==> src/rtl/draw_scheduler_if.sv <==
// Bundle between the object/level logic and the pixel scheduler.
// move bits are one-cycle requests latched as sticky pending; plot qualifies vga_x/vga_y/vga_colour in the same cycle, no back-pressure.
interface draw_scheduler_if;
    logic        load_level;
    logic [3:0]  move;
    logic [31:0] obj_x;
    logic [27:0] obj_y;
    logic [15:0] obj_w;
    logic [7:0]  vga_x;
    logic [6:0]  vga_y;
    logic [2:0]  vga_colour;
    logic        plot;
    logic        busy;
    logic [3:0]  grant;
    logic [1:0]  state_dbg;

    modport master (
        output load_level, move, obj_x, obj_y, obj_w,
        input  vga_x, vga_y, vga_colour, plot, busy, grant, state_dbg
    );

    modport slave (
        input  load_level, move, obj_x, obj_y, obj_w,
        output vga_x, vga_y, vga_colour, plot, busy, grant, state_dbg
    );
endinterface

==> src/rtl/draw_scheduler.sv <==
// Serialises erase/redraw of four square sprites and full-screen clears onto a
// one-pixel-per-cycle VGA write port, arbitrating pending moves round-robin.
module draw_scheduler #(
    parameter logic [2:0] COL_PLAYER = 3'b010,
    parameter logic [2:0] COL_BULLET = 3'b110,
    parameter logic [2:0] COL_ENEMY  = 3'b100,
    parameter logic [2:0] COL_BG     = 3'b000
) (
    input logic             clk,
    input logic             reset,
    draw_scheduler_if.slave bus
);
    typedef enum logic [1:0] {
        S_IDLE  = 2'd0,
        S_ERASE = 2'd1,
        S_DRAW  = 2'd2,
        S_CLEAR = 2'd3
    } state_t;

    localparam logic [7:0] SCREEN_W = 8'd160;
    localparam logic [6:0] SCREEN_H = 7'd120;

    state_t      state_q, state_d;
    logic [3:0]  pending_q, pending_d;
    logic [1:0]  rr_ptr_q, rr_ptr_d;
    logic [1:0]  cur_q, cur_d;
    logic [7:0]  new_x_q, new_x_d;
    logic [6:0]  new_y_q, new_y_d;
    logic [3:0]  new_w_q, new_w_d;
    logic [7:0]  last_x_q [4];
    logic [7:0]  last_x_d [4];
    logic [6:0]  last_y_q [4];
    logic [6:0]  last_y_d [4];
    logic [3:0]  last_w_q [4];
    logic [3:0]  last_w_d [4];
    logic [7:0]  cx_q, cx_d;
    logic [6:0]  cy_q, cy_d;
    logic [7:0]  vga_x_q, vga_x_d;
    logic [6:0]  vga_y_q, vga_y_d;
    logic [2:0]  colour_q, colour_d;
    logic        plot_q, plot_d;
    logic        busy_q, busy_d;
    logic [3:0]  grant_q, grant_d;

    logic [7:0]  obj_x_a [4];
    logic [6:0]  obj_y_a [4];
    logic [3:0]  obj_w_a [4];

    always_comb begin
        for (int i = 0; i < 4; i++) begin
            obj_x_a[i] = bus.obj_x[8*i +: 8];
            obj_y_a[i] = bus.obj_y[7*i +: 7];
            obj_w_a[i] = bus.obj_w[4*i +: 4];
        end
    end

    // First pending object at or after rr_ptr, wrapping 3 -> 0.
    logic       found;
    logic [1:0] pick, cand;

    always_comb begin
        found = 1'b0;
        pick  = rr_ptr_q;
        cand  = rr_ptr_q;
        for (int k = 0; k < 4; k++) begin
            cand = rr_ptr_q + 2'(k);
            if (!found && pending_q[cand]) begin
                found = 1'b1;
                pick  = cand;
            end
        end
    end

    // Current rectangle: the stored one while erasing, the snapshot while drawing.
    logic [7:0] rect_x;
    logic [6:0] rect_y;
    logic [3:0] rect_w;
    logic [8:0] px;
    logic [7:0] py;
    logic       on_screen, row_end, col_end;

    always_comb begin
        if (state_q == S_ERASE) begin
            rect_x = last_x_q[cur_q];
            rect_y = last_y_q[cur_q];
            rect_w = last_w_q[cur_q];
        end else begin
            rect_x = new_x_q;
            rect_y = new_y_q;
            rect_w = new_w_q;
        end
        px        = {1'b0, rect_x} + {1'b0, cx_q};
        py        = {1'b0, rect_y} + {1'b0, cy_q};
        on_screen = (px < {1'b0, SCREEN_W}) && (py < {1'b0, SCREEN_H});
        row_end   = (cx_q == {4'd0, rect_w - 4'd1});
        col_end   = (cy_q == {3'd0, rect_w - 4'd1});
    end

    function automatic logic [2:0] obj_colour(input logic [1:0] idx);
        case (idx)
            2'd0:    obj_colour = COL_PLAYER;
            2'd1:    obj_colour = COL_BULLET;
            default: obj_colour = COL_ENEMY;
        endcase
    endfunction

    logic commit, clear_done;

    always_comb begin
        state_d    = state_q;
        pending_d  = pending_q;
        rr_ptr_d   = rr_ptr_q;
        cur_d      = cur_q;
        new_x_d    = new_x_q;
        new_y_d    = new_y_q;
        new_w_d    = new_w_q;
        last_x_d   = last_x_q;
        last_y_d   = last_y_q;
        last_w_d   = last_w_q;
        cx_d       = cx_q;
        cy_d       = cy_q;
        vga_x_d    = vga_x_q;
        vga_y_d    = vga_y_q;
        colour_d   = colour_q;
        plot_d     = 1'b0;
        commit     = 1'b0;
        clear_done = 1'b0;

        case (state_q)
            S_IDLE: begin
                if (found) begin
                    cur_d            = pick;
                    pending_d[pick]  = 1'b0;
                    rr_ptr_d         = pick + 2'd1;
                    new_x_d          = obj_x_a[pick];
                    new_y_d          = obj_y_a[pick];
                    new_w_d          = obj_w_a[pick];
                    cx_d             = 8'd0;
                    cy_d             = 7'd0;
                    if (last_w_q[pick] != 4'd0)
                        state_d = S_ERASE;
                    else if (obj_w_a[pick] != 4'd0)
                        state_d = S_DRAW;
                    else
                        commit = 1'b1;
                end
            end
            S_ERASE, S_DRAW: begin
                plot_d = on_screen;
                if (on_screen) begin
                    vga_x_d  = px[7:0];
                    vga_y_d  = py[6:0];
                    colour_d = (state_q == S_ERASE) ? COL_BG : obj_colour(cur_q);
                end
                if (row_end) begin
                    cx_d = 8'd0;
                    if (col_end) begin
                        cy_d = 7'd0;
                        if (state_q == S_ERASE && new_w_q != 4'd0) begin
                            state_d = S_DRAW;
                        end else begin
                            state_d = S_IDLE;
                            commit  = 1'b1;
                        end
                    end else begin
                        cy_d = cy_q + 7'd1;
                    end
                end else begin
                    cx_d = cx_q + 8'd1;
                end
            end
            S_CLEAR: begin
                plot_d   = 1'b1;
                vga_x_d  = cx_q;
                vga_y_d  = cy_q;
                colour_d = COL_BG;
                if (cx_q == SCREEN_W - 8'd1) begin
                    cx_d = 8'd0;
                    if (cy_q == SCREEN_H - 7'd1) begin
                        cy_d       = 7'd0;
                        state_d    = S_IDLE;
                        clear_done = 1'b1;
                    end else begin
                        cy_d = cy_q + 7'd1;
                    end
                end else begin
                    cx_d = cx_q + 8'd1;
                end
            end
            default: state_d = S_IDLE;
        endcase

        if (commit) begin
            last_x_d[cur_d] = new_x_d;
            last_y_d[cur_d] = new_y_d;
            last_w_d[cur_d] = new_w_d;
        end

        // A move landing on its own grant edge re-arms the bit; moves during a clear are dropped.
        if (state_q != S_CLEAR)
            pending_d = pending_d | bus.move;

        if (clear_done) begin
            pending_d = 4'hF;
            for (int i = 0; i < 4; i++)
                last_w_d[i] = 4'd0;
        end

        if (bus.load_level) begin
            state_d   = S_CLEAR;
            cx_d      = 8'd0;
            cy_d      = 7'd0;
            pending_d = 4'd0;
            rr_ptr_d  = rr_ptr_q;
            last_x_d  = last_x_q;
            last_y_d  = last_y_q;
            last_w_d  = last_w_q;
            plot_d    = 1'b0;
            vga_x_d   = vga_x_q;
            vga_y_d   = vga_y_q;
            colour_d  = colour_q;
        end

        busy_d  = (state_d != S_IDLE);
        grant_d = (state_d == S_ERASE || state_d == S_DRAW) ? (4'b0001 << cur_d) : 4'd0;
    end

    always_ff @(posedge clk) begin
        if (reset) begin
            state_q   <= S_IDLE;
            pending_q <= 4'd0;
            rr_ptr_q  <= 2'd0;
            cur_q     <= 2'd0;
            new_x_q   <= 8'd0;
            new_y_q   <= 7'd0;
            new_w_q   <= 4'd0;
            last_x_q  <= '{default: '0};
            last_y_q  <= '{default: '0};
            last_w_q  <= '{default: '0};
            cx_q      <= 8'd0;
            cy_q      <= 7'd0;
            vga_x_q   <= 8'd0;
            vga_y_q   <= 7'd0;
            colour_q  <= 3'd0;
            plot_q    <= 1'b0;
            busy_q    <= 1'b0;
            grant_q   <= 4'd0;
        end else begin
            state_q   <= state_d;
            pending_q <= pending_d;
            rr_ptr_q  <= rr_ptr_d;
            cur_q     <= cur_d;
            new_x_q   <= new_x_d;
            new_y_q   <= new_y_d;
            new_w_q   <= new_w_d;
            last_x_q  <= last_x_d;
            last_y_q  <= last_y_d;
            last_w_q  <= last_w_d;
            cx_q      <= cx_d;
            cy_q      <= cy_d;
            vga_x_q   <= vga_x_d;
            vga_y_q   <= vga_y_d;
            colour_q  <= colour_d;
            plot_q    <= plot_d;
            busy_q    <= busy_d;
            grant_q   <= grant_d;
        end
    end

    assign bus.vga_x      = vga_x_q;
    assign bus.vga_y      = vga_y_q;
    assign bus.vga_colour = colour_q;
    assign bus.plot       = plot_q;
    assign bus.busy       = busy_q;
    assign bus.grant      = grant_q;
    assign bus.state_dbg  = state_q;
endmodule
==> src/flat_wrapper.sv <==
// flat-port wrapper written by rule: the top's interface ports become plain ports
module draw_scheduler_flat 
#(
    parameter logic [2:0] COL_PLAYER = 3'b010,
    parameter logic [2:0] COL_BULLET = 3'b110,
    parameter logic [2:0] COL_ENEMY  = 3'b100,
    parameter logic [2:0] COL_BG     = 3'b000
)
  (clk, reset, bus_load_level, bus_move, bus_obj_x, bus_obj_y, bus_obj_w, bus_vga_x, bus_vga_y, bus_vga_colour, bus_plot, bus_busy, bus_grant, bus_state_dbg);
  draw_scheduler_if bus_i ();
  input logic clk;
  input logic reset;
  input wire logic [$bits(bus_i.load_level)-1:0] bus_load_level;
  input wire logic [$bits(bus_i.move)-1:0] bus_move;
  input wire logic [$bits(bus_i.obj_x)-1:0] bus_obj_x;
  input wire logic [$bits(bus_i.obj_y)-1:0] bus_obj_y;
  input wire logic [$bits(bus_i.obj_w)-1:0] bus_obj_w;
  output wire logic [$bits(bus_i.vga_x)-1:0] bus_vga_x;
  output wire logic [$bits(bus_i.vga_y)-1:0] bus_vga_y;
  output wire logic [$bits(bus_i.vga_colour)-1:0] bus_vga_colour;
  output wire logic [$bits(bus_i.plot)-1:0] bus_plot;
  output wire logic [$bits(bus_i.busy)-1:0] bus_busy;
  output wire logic [$bits(bus_i.grant)-1:0] bus_grant;
  output wire logic [$bits(bus_i.state_dbg)-1:0] bus_state_dbg;
  assign bus_i.load_level = bus_load_level;
  assign bus_i.move = bus_move;
  assign bus_i.obj_x = bus_obj_x;
  assign bus_i.obj_y = bus_obj_y;
  assign bus_i.obj_w = bus_obj_w;
  assign bus_vga_x = bus_i.vga_x;
  assign bus_vga_y = bus_i.vga_y;
  assign bus_vga_colour = bus_i.vga_colour;
  assign bus_plot = bus_i.plot;
  assign bus_busy = bus_i.busy;
  assign bus_grant = bus_i.grant;
  assign bus_state_dbg = bus_i.state_dbg;
  draw_scheduler #(.COL_PLAYER(COL_PLAYER), .COL_BULLET(COL_BULLET), .COL_ENEMY(COL_ENEMY), .COL_BG(COL_BG)) u_core (.clk(clk), .reset(reset), .bus(bus_i));
endmodule
==> config.mk <==
export PLATFORM = sky130hd
export DESIGN_NAME = draw_scheduler_flat
export DESIGN_NICKNAME = d
export VERILOG_FILES = /design/src/rtl/draw_scheduler_if.sv /design/src/rtl/draw_scheduler.sv /design/src/flat_wrapper.sv
export SDC_FILE = /design/constraint.sdc
export NUM_CORES = 1
export LEC_CHECK = 0
export ABC_AREA = 0
export BUFFER_PORTS_ARGS = -buffer_cell sky130_fd_sc_hd__buf_4
export CAP_MARGIN = 20
export CORE_AREA = 2 2 186 188
export DETAILED_ROUTE_END_ITERATION = 10
export DIE_AREA = 0 0 188 190
export PLACE_DENSITY_LB_ADDON = 0.2
export SLEW_MARGIN = 10
export SYNTH_ARGS = -nofsm -noshare
export SYNTH_HDL_FRONTEND = slang
export SYNTH_SLANG_ARGS = --single-unit
==> constraint.sdc <==
create_clock -name clk -period 8.65 [get_ports clk]
set_clock_uncertainty 0.15 [all_clocks]
set_input_delay 0.4325 -clock clk [delete_from_list [all_inputs] [get_ports clk]]
set_output_delay 0.4325 -clock clk [all_outputs]
set_load 0.02 [all_outputs]
Word level (Yosys, flattened, before mapping)
Cells that the tools add are included.

Bits of input ports: 83. Output and inout bits: 26. Bits in registers: 144.

Eq/ne operators: 15. Muxes and demuxes: 103. Bitwise operators: 8. Shift-type cells: 1. Reduce and logical (&&, ||, !) cells: 27. $lt $le $gt $ge: 12. $add $sub $neg: 9.

Operators with widths (count): two-way mux 7 bit (14); two-way mux 8 bit (12); two-way mux 4 bit (14); binary-select mux 8 bit (select 2 bit) (2); bitwise mux 32 bit (1); two-way mux 16 bit (2); binary-select mux 7 bit (select 2 bit) (2); bitwise mux 28 bit (1); two-way mux 2 bit (14); binary-select mux 4 bit (select 2 bit) (3); one-hot mux 8 bit (3 select lines) (1); one-hot mux 7 bit (3 select lines) (1); two-way mux 1 bit (18); bitwise mux 16 bit (1); demux 8 bit (select 2 bit) (1); one-hot mux 8 bit (2 select lines) (1); less-than comparator 2 x 3 -> 1 bit (second input constant) (5); demux 7 bit (select 2 bit) (1); one-hot mux 7 bit (2 select lines) (1); one-hot mux 3 bit (2 select lines) (2); nonzero test 4 bit (3); adder 8 x 8 -> 9 bit (1); >= comparator 3 bit (second input constant) (3); less-than comparator 9 x 8 -> 1 bit (second input constant) (1); 37 further kinds (70).

Longest topological paths before layout
Gate-level depths: netlist (run 1).

Depth after elaboration: 26. Gate-level depth with buffers: 18.

Worst setup path before layout (run 1)
No wires, ideal clock.

Path type: reg2reg. Start point: register u_core.state_q[0], in the netlist u_core.bus.state_dbg[0]. End point: register u_core.colour_q[1], in the netlist u_core.bus.vga_colour[1]. Slack: 3.598 ns. Data required time: 8.372 ns. Cell stages (with the launch flop): 18. Clock period less this slack: 5.052 ns. Arrival time: 4.774 ns. Setup time: 0.128 ns. Path buffers: 4. Cells stage by stage: dfxtp_1 ha_1 clkbuf_1 buf_1 clkbuf_1 mux2_2 ha_1 fa_1 a21o_1 a21oi_1 o21bai_1 a21oi_1 o21bai_1 a221o_1 o41ai_1 clkbuf_1 mux2i_1 nor2_1.

Longest elaborated chain between the ends: 7. Elaborated cells on any way between the ends: 17. Those cells by class: 2 x add/sub; 2 x order compare; 4 x eq/ne; 5 x mux; 4 x reduce/logical.

Ends and longest elaborated chain: from (decl) (RTL line draw_scheduler.sv:23) `state_t state_q, state_d;`; from (signal assigned) (RTL line draw_scheduler.sv:249) `state_q <= state_d;`; == test 2 x 1 -> 1 bit (RTL line draw_scheduler.sv:83, draw_scheduler.sv:129, draw_scheduler.sv:153); two-way mux 8 bit / two-way mux 7 bit (equally long branches) (RTL line draw_scheduler.sv:83) `if (state_q == S_ERASE) begin`; adder 8 x 8 -> 9 bit / adder 7 x 7 -> 8 bit (equally long branches) (RTL line draw_scheduler.sv:92, draw_scheduler.sv:93); less-than comparator 9 x 8 -> 1 bit / less-than comparator 8 x 7 -> 1 bit (equally long branches) (RTL line draw_scheduler.sv:94) `on_screen = (px < {1'b0, SCREEN_W}) && (py < {1'b0, SCREEN_H});`; logical AND 1 bit (RTL line draw_scheduler.sv:94); != test 2 x 1 -> 1 bit (no line); AND reduction 3 bit (no line); to (signal assigned) (RTL line draw_scheduler.sv:263) `colour_q <= colour_d;`; to (decl) (RTL line draw_scheduler.sv:40) `logic [2:0] colour_q, colour_d;`.

Parallel ways exist; a longest one is shown, timed or not. The select of a mux whose other input is x is not followed. A chain may end at the register's enable or synchronous reset.

Worst setup path in the final report (run 1)
Start point: register u_core.cur_q[0]. End point: register u_core.colour_q[2], in the netlist u_core.bus.vga_colour[2].

Longest elaborated chain between the ends: 10. Elaborated cells on any way between the ends: 22. Those cells by class: 2 x add/sub; 2 x order compare; 2 x eq/ne; 12 x mux; 1 x bitwise; 3 x reduce/logical.

Ends and longest elaborated chain: from (decl) (RTL line draw_scheduler.sv:26) `logic [1:0] cur_q, cur_d;`; from (signal assigned) (RTL line draw_scheduler.sv:252) `cur_q <= cur_d;`; NOT 2 -> 3 bit (implied by the code) (RTL line draw_scheduler.sv:84, draw_scheduler.sv:85); binary-select mux 8 bit (select 2 bit) / binary-select mux 7 bit (select 2 bit) (equally long branches) (RTL line draw_scheduler.sv:84, draw_scheduler.sv:85); two-way mux 8 bit (implied by the code) / two-way mux 7 bit (equally long branches) (2 in a row) (RTL line draw_scheduler.sv:84, draw_scheduler.sv:85); two-way mux 8 bit / two-way mux 7 bit (equally long branches) (RTL line draw_scheduler.sv:83); adder 8 x 8 -> 9 bit / adder 7 x 7 -> 8 bit (equally long branches) (RTL line draw_scheduler.sv:92, draw_scheduler.sv:93); less-than comparator 9 x 8 -> 1 bit / less-than comparator 8 x 7 -> 1 bit (equally long branches) (RTL line draw_scheduler.sv:94); logical AND 1 bit (RTL line draw_scheduler.sv:94); != test 2 x 1 -> 1 bit (no line); AND reduction 3 bit (no line).

Parallel ways exist; a longest one is shown, timed or not. The select of a mux whose other input is x is not followed.

==> results.sh, run 1 <==
export IMPL_outcome="finished, final reports clean"
export IMPL_drc=0
export IMPL_via_count=7008
export IMPL_async_flop_share=0
export IMPL_path_class="reg -> reg"
export IMPL_diodes=0
export IMPL_dp_cells=1452
export IMPL_synth_nets=1042
export IMPL_synth_compound_area_share=0.132
export IMPL_grt_pass1_vias=6961
export IMPL_arrival_ns=5.08
export IMPL_grt_first_pass_wirelength_mm=40.4
export IMPL_drt_initial_drc_count=477
export IMPL_path_clk_slew_ns=0.07
export IMPL_synthFlopType="dfxtp_1"
export IMPL_overflow=0
export IMPL_synth_top_cell_area_share=0.343
export IMPL_clock_path_buffers=2
export IMPL_hp_class="in -> reg"
export IMPL_syn_avg_cell_area_um2=8.95
export IMPL_wirelength_mm=25.5
export IMPL_cp_slowest_cell="dfxtp_1"
export IMPL_min_period_ns=4.94
export IMPL_grt_start_max_net_pins=65
export IMPL_track_usage=0.146
export IMPL_vdd_drop_max_mv=0.130
export IMPL_placement_io_buffers=107
export IMPL_required_ns=8.79
export IMPL_fin_setup_tns_ns=0
export IMPL_holdBufCountCts=0
export IMPL_busiest_layer="met2"
export IMPL_clock_sinks=143
export IMPL_globalplace_congestion=0.785
export IMPL_slew_headroom=0.357
export IMPL_tightest_slew_ns=0.938
export IMPL_coreArea_um2=33900
export IMPL_finalSetupViolCount=0
export IMPL_synth_area_leaders="dfxtp_1 34%, mux2_2 9.6%, nand2_1 5.7%, mux4_2 5.1%, nor2b_1 4.9%"
export IMPL_syn_inst=931
export IMPL_crit_path_start_kind="register"
export IMPL_cts_tree="yes"
export IMPL_maxCapViolCount=0
export IMPL_cts_resized=0
export IMPL_syn_to_final_growth_pct=21.7
export IMPL_hold_viol_final=0
export IMPL_ys_seq_area_frac=0.343
export IMPL_synth_top_family_by_area="simple AND/OR/NAND/NOR gates"
export IMPL_clk_latency_ns=0.43
export IMPL_synth_edff_count=0
export IMPL_hpwl_mm=17.9
export IMPL_ys_seq_elements=143
export IMPL_slew_viol_final=0
export IMPL_drive_above_1_share=0.259
export IMPL_crit_path_end_kind="register"
export IMPL_start_util=0.246
export IMPL_yosys_area_share_simple=0.221
export IMPL_synth_xor_area_frac=0.0284
export IMPL_slowest_delay_ns=0.75
export IMPL_htree_levels=4
export IMPL_io_pins=109
export IMPL_antenna_found_initial=0
export IMPL_nNetsFinal=1128
export IMPL_path_cells="buf_4 -> mux4_2 -> mux2_2 -> ha_1 -> fa_1 -> a21o_1 -> a21oi_1 -> o21bai_1 -> a21oi_1 -> o21bai_1 -> a221o_1 -> o41ai_2 -> buf_4 -> mux2i_1 -> nor2_1"
export IMPL_synth_area_mux_share=0.190
export IMPL_synth_top_area_cell="dfxtp_1"
export IMPL_final_cell_count_no_fill=1484
export IMPL_r2r_slack_ns=3.71
export IMPL_rsz0062_at_grt="no"
export IMPL_powerDensity_nw_per_um2=176
export IMPL_critPathMaxFanout=30
export IMPL_max_freq_mhz=202
export IMPL_synth_fa_ha_area_frac=0.0438
export IMPL_ys_warn_count=0
export IMPL_numCtsBuffers=17
export IMPL_fin_crit_sh=0.571
export IMPL_wl_per_cell_um=17.2
export IMPL_die_w_um=188
export IMPL_syn_area_um2=8330
export IMPL_dr_pass1_iters=5
export IMPL_use_met2=0.234
export IMPL_fp_dieArea_um2=35700
export IMPL_fp_row_count=68
export IMPL_die_h_um=190
export IMPL_vias_per_cell=4.72
export IMPL_post_cts_buffers=0
export IMPL_grt_use_met3=0.0260
export IMPL_use_met1=0.201
export IMPL_ys_types=71
export IMPL_p_leak_nw=4.18
export IMPL_antenna_left=0
export IMPL_cts_root_buffer="clkbuf_16"
-- cells in the mapped netlist (all sizes together), types with 13 or more instances --
master,n
a211oi,17
a21oi,42
buf,16
clkbuf,39
dfxtp,143
ha,26
inv,23
mux2,77
mux2i,24
mux4,19
nand2,127
nand3,59
nor2,62
nor2b,65
nor3,13
o211ai,19
o21ai,22
xnor2,14
-- sequential cells by signal, summed over array words and instances, names as in the netlist --
signal / flops
u_core.last_y_q: 28
u_core.pending_q: 4
u_core.new_y_q: 7
u_core.new_w_q: 4
u_core.last_w_q: 16
u_core.last_x_q: 32
u_core.bus.vga_x: 8
u_core.cy_q: 7
u_core.bus.plot: 1
u_core.bus.vga_colour: 2
u_core.bus.vga_y: 7
u_core.rr_ptr_q: 2
u_core.bus.state_dbg: 2
u_core.bus.grant: 4
u_core.cx_q: 8
u_core.new_x_q: 8
u_core.cur_q: 2
u_core.bus.busy: 1
-- per-layer routing --
metal	vias to the layer above	routed length (µm)
met2	159	11700
met1	3333	12500
met4	0	442
li1	3490	-
met3	26	860
met5	-	0
-- cell usage in the layout (no fill, tap or decap), types with 6 or more instances in the layout --
master,Yosys,layout
a211oi_1,15,15
a21o_1,10,10
a21oi_1,42,42
buf_4,2,121
clkbuf_16,0,17
dfxtp_1,143,143
ha_1,26,26
inv_1,22,22
mux2_2,71,71
mux2_4,6,6
mux2i_1,22,22
mux4_2,19,19
nand2_1,127,127
nand2b_1,9,9
nand3_1,59,59
nor2_1,61,60
nor2b_1,65,65
nor3_1,13,13
nor4_1,6,6
o211ai_1,19,19
o21ai_0,21,20
o21bai_1,7,7
o22ai_1,6,6
xnor2_1,14,14
xor2_1,6,6
-- kinds of logic (layout without fill, tap and decap cells) --
group,Yosys count,in the layout
AO/OA/AOI/OAI,162,162
other,1,1
multiplexers,120,120
buffers and inverters,80,178
XOR/XNOR,23,23
adder cells (fa/ha/maj),28,28
flip-flops,143,143
AND/OR/NAND/NOR,374,374
-- where the power goes --
part / internal [mW] / total, mW / switching, mW
Combinational: 0.148 / 0.389 / 0.241
Clock: 0.384 / 0.686 / 0.302
Sequential: 0.685 / 0.708 / 0.0225
Total: 1.22 / 1.78 / 0.565
-- final cells by class --
cell class                 count  area [µm²]
tap                          455         569
timing repair buffer         122         936
clock inverter                10        80.1
multi-input combinational    708        5140
clock buffer                  21         460
fill                        3607       23800
sequential                   143        2860
inverter                      25        93.8
-- metrics by stage --
step | total power, mW | util | cell area, µm² | setup WS (ns) | hold slack [ns]
finish | 1.78 | 0.299 | 10100 | 3.71 | 0.116
global route | 1.89 | 0.299 | 10100 | 3.36 | 0.122
CTS | 1.81 | 0.298 | 10100 | 3.49 | 0.101
detailed placement | 1.12 | 0.282 | 9570 | 3.51 | 0.322
global placement | 1.12 | 0.282 | 9570 | 3.56 | 0.322
floorplan | 0.971 | - | 8330 | 3.60 | 0.297
-- worst max-delay path, delay by kind of cell, from the launching register on --
family	cells	cell delay (ns)
compound gates	7	1.42
mux	3	1.05
flops	1	0.75
buf+inv	2	0.75
fa+ha+maj	2	0.62
simple gates	1	0.05
-- path summary, 6_finish.rpt --
check | start | endpoint | cells after the start
worst max-delay path | u_core.cur_q[0] | u_core.bus.vga_colour[2] | 15
worst min-delay path | bus_move[1] | u_core.pending_q[1] | 3
worst min register to register | u_core.last_w_q[4] | u_core.last_w_q[4] | 2
worst max register to register | u_core.cur_q[0] | u_core.bus.vga_colour[2] | 15
Note: power is estimated with default switching activity, not from simulation.
==> run 2, diff against run 1 <==
clock period = 4.7 ns   (was 8.65 ns; I/O delays follow)
==> results.sh, run 2 (same netlist as run 1, synthesis figures left out) <==
export IMPL_globalplace_congestion=0.770
export IMPL_coreArea_um2=33900
export IMPL_die_h_um=190
export IMPL_path_cells="buf_12 -> mux4_2 -> mux2_2 -> fa_1 -> a21o_1 -> a21oi_1 -> o21bai_1 -> a21oi_1 -> o21bai_1 -> a221o_1 -> o41ai_2 -> buf_4 -> mux2i_1 -> nor2_1"
export IMPL_track_usage=0.149
export IMPL_reg_top3="u_core.last_x_q (32), u_core.last_y_q (28), u_core.last_w_q (16)"
export IMPL_path_class="reg -> reg"
export IMPL_drive_above_1_share=0.273
export IMPL_cp_slowest_cell="mux4_2"
export IMPL_fp_dieArea_um2=35700
export IMPL_cts_root_buffer="clkbuf_16"
export IMPL_min_delay_start="bus_load_level"
export IMPL_timing_critical_path_depth=14
export IMPL_slew_headroom=0.427
export IMPL_layout_common_cells="143 x dfxtp_1, 139 x buf_4, 127 x nand2_1"
export IMPL_fin_setup_tns_ns=0
export IMPL_maxCapViolCount=0
export IMPL_overflow=0
export IMPL_path_delay_family="compound AO/OA/AOI/OAI gates"
export IMPL_cts_tree="yes"
export IMPL_clock_sinks=143
export IMPL_vdd_drop_max_mv=0.240
export IMPL_drt_initial_drc_count=460
export IMPL_crit_path_end_kind="register"
export IMPL_hp_class="in -> reg"
export IMPL_max_freq_mhz=232
export IMPL_critPathMaxFanout=30
export IMPL_outcome="finished, final reports clean"
export IMPL_p_leak_nw=4.34
export IMPL_wl_per_cell_um=17.4
export IMPL_hpwl_mm=19.1
export IMPL_syn_to_final_growth_pct=24.9
export IMPL_fin_crit_sh=0.915
export IMPL_grt_start_max_net_pins=80
export IMPL_diodes=0
export IMPL_arrival_ns=4.43
export IMPL_antenna_left=0
export IMPL_tightest_slew_ns=0.859
export IMPL_placement_io_buffers=107
export IMPL_crit_path_start_kind="register"
export IMPL_crit_buf_inv=2
export IMPL_min_to="u_core.last_w_q[13]"
export IMPL_largest_reg_flops=32
export IMPL_powerDensity_nw_per_um2=341
export IMPL_fill_cells=3591
export IMPL_numCtsBuffers=17
export IMPL_layout_commonest_cell="dfxtp_1"
export IMPL_reg2reg_depth=14
export IMPL_worst_slack_ns=0.399
export IMPL_r2r_start="u_core.cur_q[0]"
export IMPL_io_pins=109
export IMPL_drc=0
export IMPL_required_ns=4.83
export IMPL_hold_viol_final=0
export IMPL_rsz0062_at_grt="no"
export IMPL_die_w_um=188
export IMPL_start_util=0.246
export IMPL_grt_pass1_vias=7070
export IMPL_slowest_delay_ns=0.50
export IMPL_wirelength_mm=26.2
export IMPL_htree_levels=4
export IMPL_dr_pass1_iters=5
export IMPL_grt_first_pass_wirelength_mm=41.2
export IMPL_via_count=7081
export IMPL_slew_viol_final=0
export IMPL_dpl_worst_slack_ns=0.383
export IMPL_top_register="u_core.last_x_q"
export IMPL_cts_resized=0
export IMPL_clk_latency_ns=0.42
export IMPL_fp_row_count=68
export IMPL_min_period_ns=4.30
export IMPL_antenna_found_initial=0
export IMPL_r2r_end="u_core.bus.vga_colour[2]"
export IMPL_finalSetupViolCount=0
export IMPL_clock_path_buffers=2
export IMPL_hold_depth=3
export IMPL_nNetsFinal=1150
export IMPL_vias_per_cell=4.70
export IMPL_path_clk_slew_ns=0.06
export IMPL_r2r_slack_ns=0.40
==> run 2: cell count changes in the layout (fill, tap and decap cells not counted), moves of 3 or more <==
cell / previous run / this run
clkinvlp_4: 3 / 0
buf_4: 121 / 139
bufinv_16: 0 / 4
clkinv_4: 2 / 5
dlygate4sd3_1: 0 / 4
==> run 2: area by class of cell <==
type / count / area [µm²] / area share
Multi-Input combinational cell: 708 / 5140 / 0.494
Sequential cell: 143 / 2860 / 0.275
Clock inverter: 13 / 201 / 0.0193
Timing Repair Buffer: 144 / 1100 / 0.106
Tap cell: 455 / 569 / 0.0547
Clock buffer: 19 / 443 / 0.0425
Inverter: 25 / 93.8 / 0.00901
==> run 2: what timing repair did <==
action	in CTS	in global routing
buffers inserted	0	0
hold endpoints to repair	4	0
hold buffers	4	0
==> run 2: metal layers <==
metal  global-route usage  vias up  part of all wire
li1                     -     3533                 -
met1                0.204     3390              0.49
met2                0.245      137              0.46
met3               0.0231       21             0.032
met4               0.0397        0             0.014
met5                    0        -                 0
==> run 2: report_power, final <==
group | leakage, nW | internal (mW) | switching [mW] | total [mW]
clock | 0.315 | 0.916 | 0.579 | 1.50
sequential | 1.16 | 1.26 | 0.0356 | 1.30
combinational | 2.87 | 0.296 | 0.459 | 0.755
==> run 2: tightest hold or removal path: cells and delay by family <==
family | cells | cell delay, ns
AO/OA/AOI/OAI | 2 | 0.20
buffers and inverters | 1 | 0.15
==> run 2: through the flow <==
stage	power [mW]	instances	instance area (µm²)	utilization	hold WS (ns)
after CTS	3.60	1507	10400	0.307	0.0506
after global routing	3.72	1507	10400	0.307	0.0775
after floorplan	1.79	931	8340	-	0.249
final	3.55	1507	10400	0.307	0.0643
after detailed placement	2.09	1471	9730	0.287	0.324
after global placement	2.09	1471	9730	0.287	0.318
==> run 2: worst max path at each step <==
stage | startpoint | to
floorplan | u_core.cur_q[1] | u_core.bus.vga_colour[1]
global placement | u_core.cur_q[0] | u_core.bus.vga_colour[2]
CTS | u_core.cur_q[0] | u_core.bus.vga_colour[1]
finish | u_core.cur_q[0] | u_core.bus.vga_colour[2]
detailed placement | u_core.cur_q[0] | u_core.bus.vga_colour[2]
global route | u_core.cur_q[0] | u_core.bus.vga_colour[2]
==> run 3, diff against run 2 <==
clock period = 5.2 ns   (was 4.7 ns; I/O delays follow)
==> results.sh, run 3 (same netlist as run 1, synthesis figures left out) <==
export IMPL_crit_path_start_kind="register"
export IMPL_globalplace_congestion=0.779
export IMPL_hpwl_mm=18.6
export IMPL_cts_tree="yes"
export IMPL_dr_pass1_iters=4
export IMPL_outcome="finished, final reports clean"
export IMPL_critPathMaxFanout=30
export IMPL_worst_slack_ns=0.751
export IMPL_start_util=0.246
export IMPL_path_class="reg -> reg"
export IMPL_rsz0062_at_grt="no"
export IMPL_drc=0
export IMPL_grt_pass1_vias=6928
export IMPL_hp_class="in -> reg"
export IMPL_fp_dieArea_um2=35700
export IMPL_die_h_um=190
export IMPL_dpl_worst_slack_ns=0.713
export IMPL_vias_per_cell=4.65
export IMPL_reg2reg_depth=15
export IMPL_hold_viol_final=0
export IMPL_fin_crit_sh=0.856
export IMPL_drive_above_1_share=0.267
export IMPL_layout_common_cells="143 x dfxtp_1, 130 x buf_4, 127 x nand2_1"
export IMPL_coreArea_um2=33900
export IMPL_io_pins=109
export IMPL_grt_first_pass_wirelength_mm=40.9
export IMPL_required_ns=5.33
export IMPL_clock_sinks=143
export IMPL_powerDensity_nw_per_um2=299
export IMPL_clock_path_buffers=2
export IMPL_wirelength_mm=26.2
export IMPL_clk_latency_ns=0.42
export IMPL_path_clk_slew_ns=0.07
export IMPL_post_dp_cell_area_um2=9640
export IMPL_max_freq_mhz=225
export IMPL_finalPower_mw=3.07
export IMPL_die_w_um=188
export IMPL_tightest_slew_ns=0.715
export IMPL_htree_levels=4
export IMPL_p_leak_nw=4.25
export IMPL_hold_depth=3
export IMPL_layout_commonest_cell="dfxtp_1"
export IMPL_antenna_left=0
export IMPL_slew_viol_final=0
export IMPL_numCtsBuffers=17
export IMPL_via_count=6968
export IMPL_top_register="u_core.last_x_q"
export IMPL_finalSetupViolCount=0
export IMPL_vdd_drop_max_mv=0.190
export IMPL_r2r_slack_ns=0.75
export IMPL_crit_path_end_kind="register"
export IMPL_diodes=0
export IMPL_drt_initial_drc_count=472
export IMPL_syn_to_final_growth_pct=23.2
export IMPL_slew_headroom=0.518
export IMPL_maxCapViolCount=0
export IMPL_track_usage=0.148
export IMPL_nNetsFinal=1140
export IMPL_grt_start_max_net_pins=63
export IMPL_overflow=0
export IMPL_arrival_ns=4.58
export IMPL_reg_top3="u_core.last_x_q (32), u_core.last_y_q (28), u_core.last_w_q (16)"
export IMPL_post_cts_buffers=0
export IMPL_largest_reg_flops=32
export IMPL_min_period_ns=4.45
export IMPL_fp_row_count=68
export IMPL_placement_io_buffers=107
export IMPL_final_area_um2=10300
export IMPL_wl_per_cell_um=17.5
export IMPL_cts_root_buffer="clkbuf_16"
export IMPL_antenna_found_initial=0
export IMPL_fin_setup_tns_ns=0
-- run 3: cell types whose count changed in the layout (fill, tap and decap cells not counted) --
cell / delta
clkinv_8: +2
buf_12: -1
bufinv_16: -4
clkinv_4: -5
inv_8: +6
clkbuf_1: -1
clkinvlp_4: +3
buf_4: -9
clkbuf_8: -1
-- run 3: what timing repair did --
action                                 in CTS  in global routing
resized for setup                           0                  0
hold buffers                                4                  0
endpoints found under the hold margin       4                  0
-- run 3: final cells by class --
class | instances | area, µm²
timing repair buffer | 134 | 1020
clock buffer | 17 | 425
inverter | 25 | 93.8
multi-input combinational | 708 | 5140
sequential | 143 | 2860
fill | 3574 | 23700
tap | 455 | 569
clock inverter | 15 | 160
-- run 3: path summary, 6_finish.rpt --
kind	start	end
max	u_core.cur_q[0]	u_core.bus.vga_colour[1]
min	bus_load_level	u_core.rr_ptr_q[1]
max reg2reg	u_core.cur_q[0]	u_core.bus.vga_colour[1]
min reg2reg	u_core.last_w_q[7]	u_core.last_w_q[7]
-- run 3: per-layer routing --
| layer | wire, µm | GRT usage |
|---|---|---|
| met5 | 0 | 0 |
| met4 | 216 | 0.0318 |
| met3 | 1270 | 0.0275 |
| met2 | 11900 | 0.241 |
| met1 | 12800 | 0.205 |
-- run 3: power breakdown --
group	internal (mW)	switching, mW
clock network	0.646	0.586
logic	0.256	0.407
registers	1.14	0.0371
-- run 3: worst max-delay path, stage by stage, from the launching register on --
cell,delay [ns]
dfxtp_1,0.32
buf_4,0.32
mux4_2,0.53
mux2_2,0.28
ha_1,0.21
fa_1,0.41
a21o_1,0.18
a21oi_1,0.23
o21bai_1,0.11
a21oi_1,0.28
o21bai_1,0.10
a221o_1,0.32
o41ai_2,0.20
buf_4,0.35
mux2i_1,0.24
nor2_1,0.05
-- run 3: per-stage QoR --
stage          cells  hold slack (ns)  utilization
6_report        1497           0.0974        0.302
5_1_grt         1497            0.121        0.302
4_1_cts         1497           0.0896        0.302
3_5_place_dp    1461            0.327        0.284
3_3_place_gp    1461            0.322        0.284
2_1_floorplan    931            0.274            -
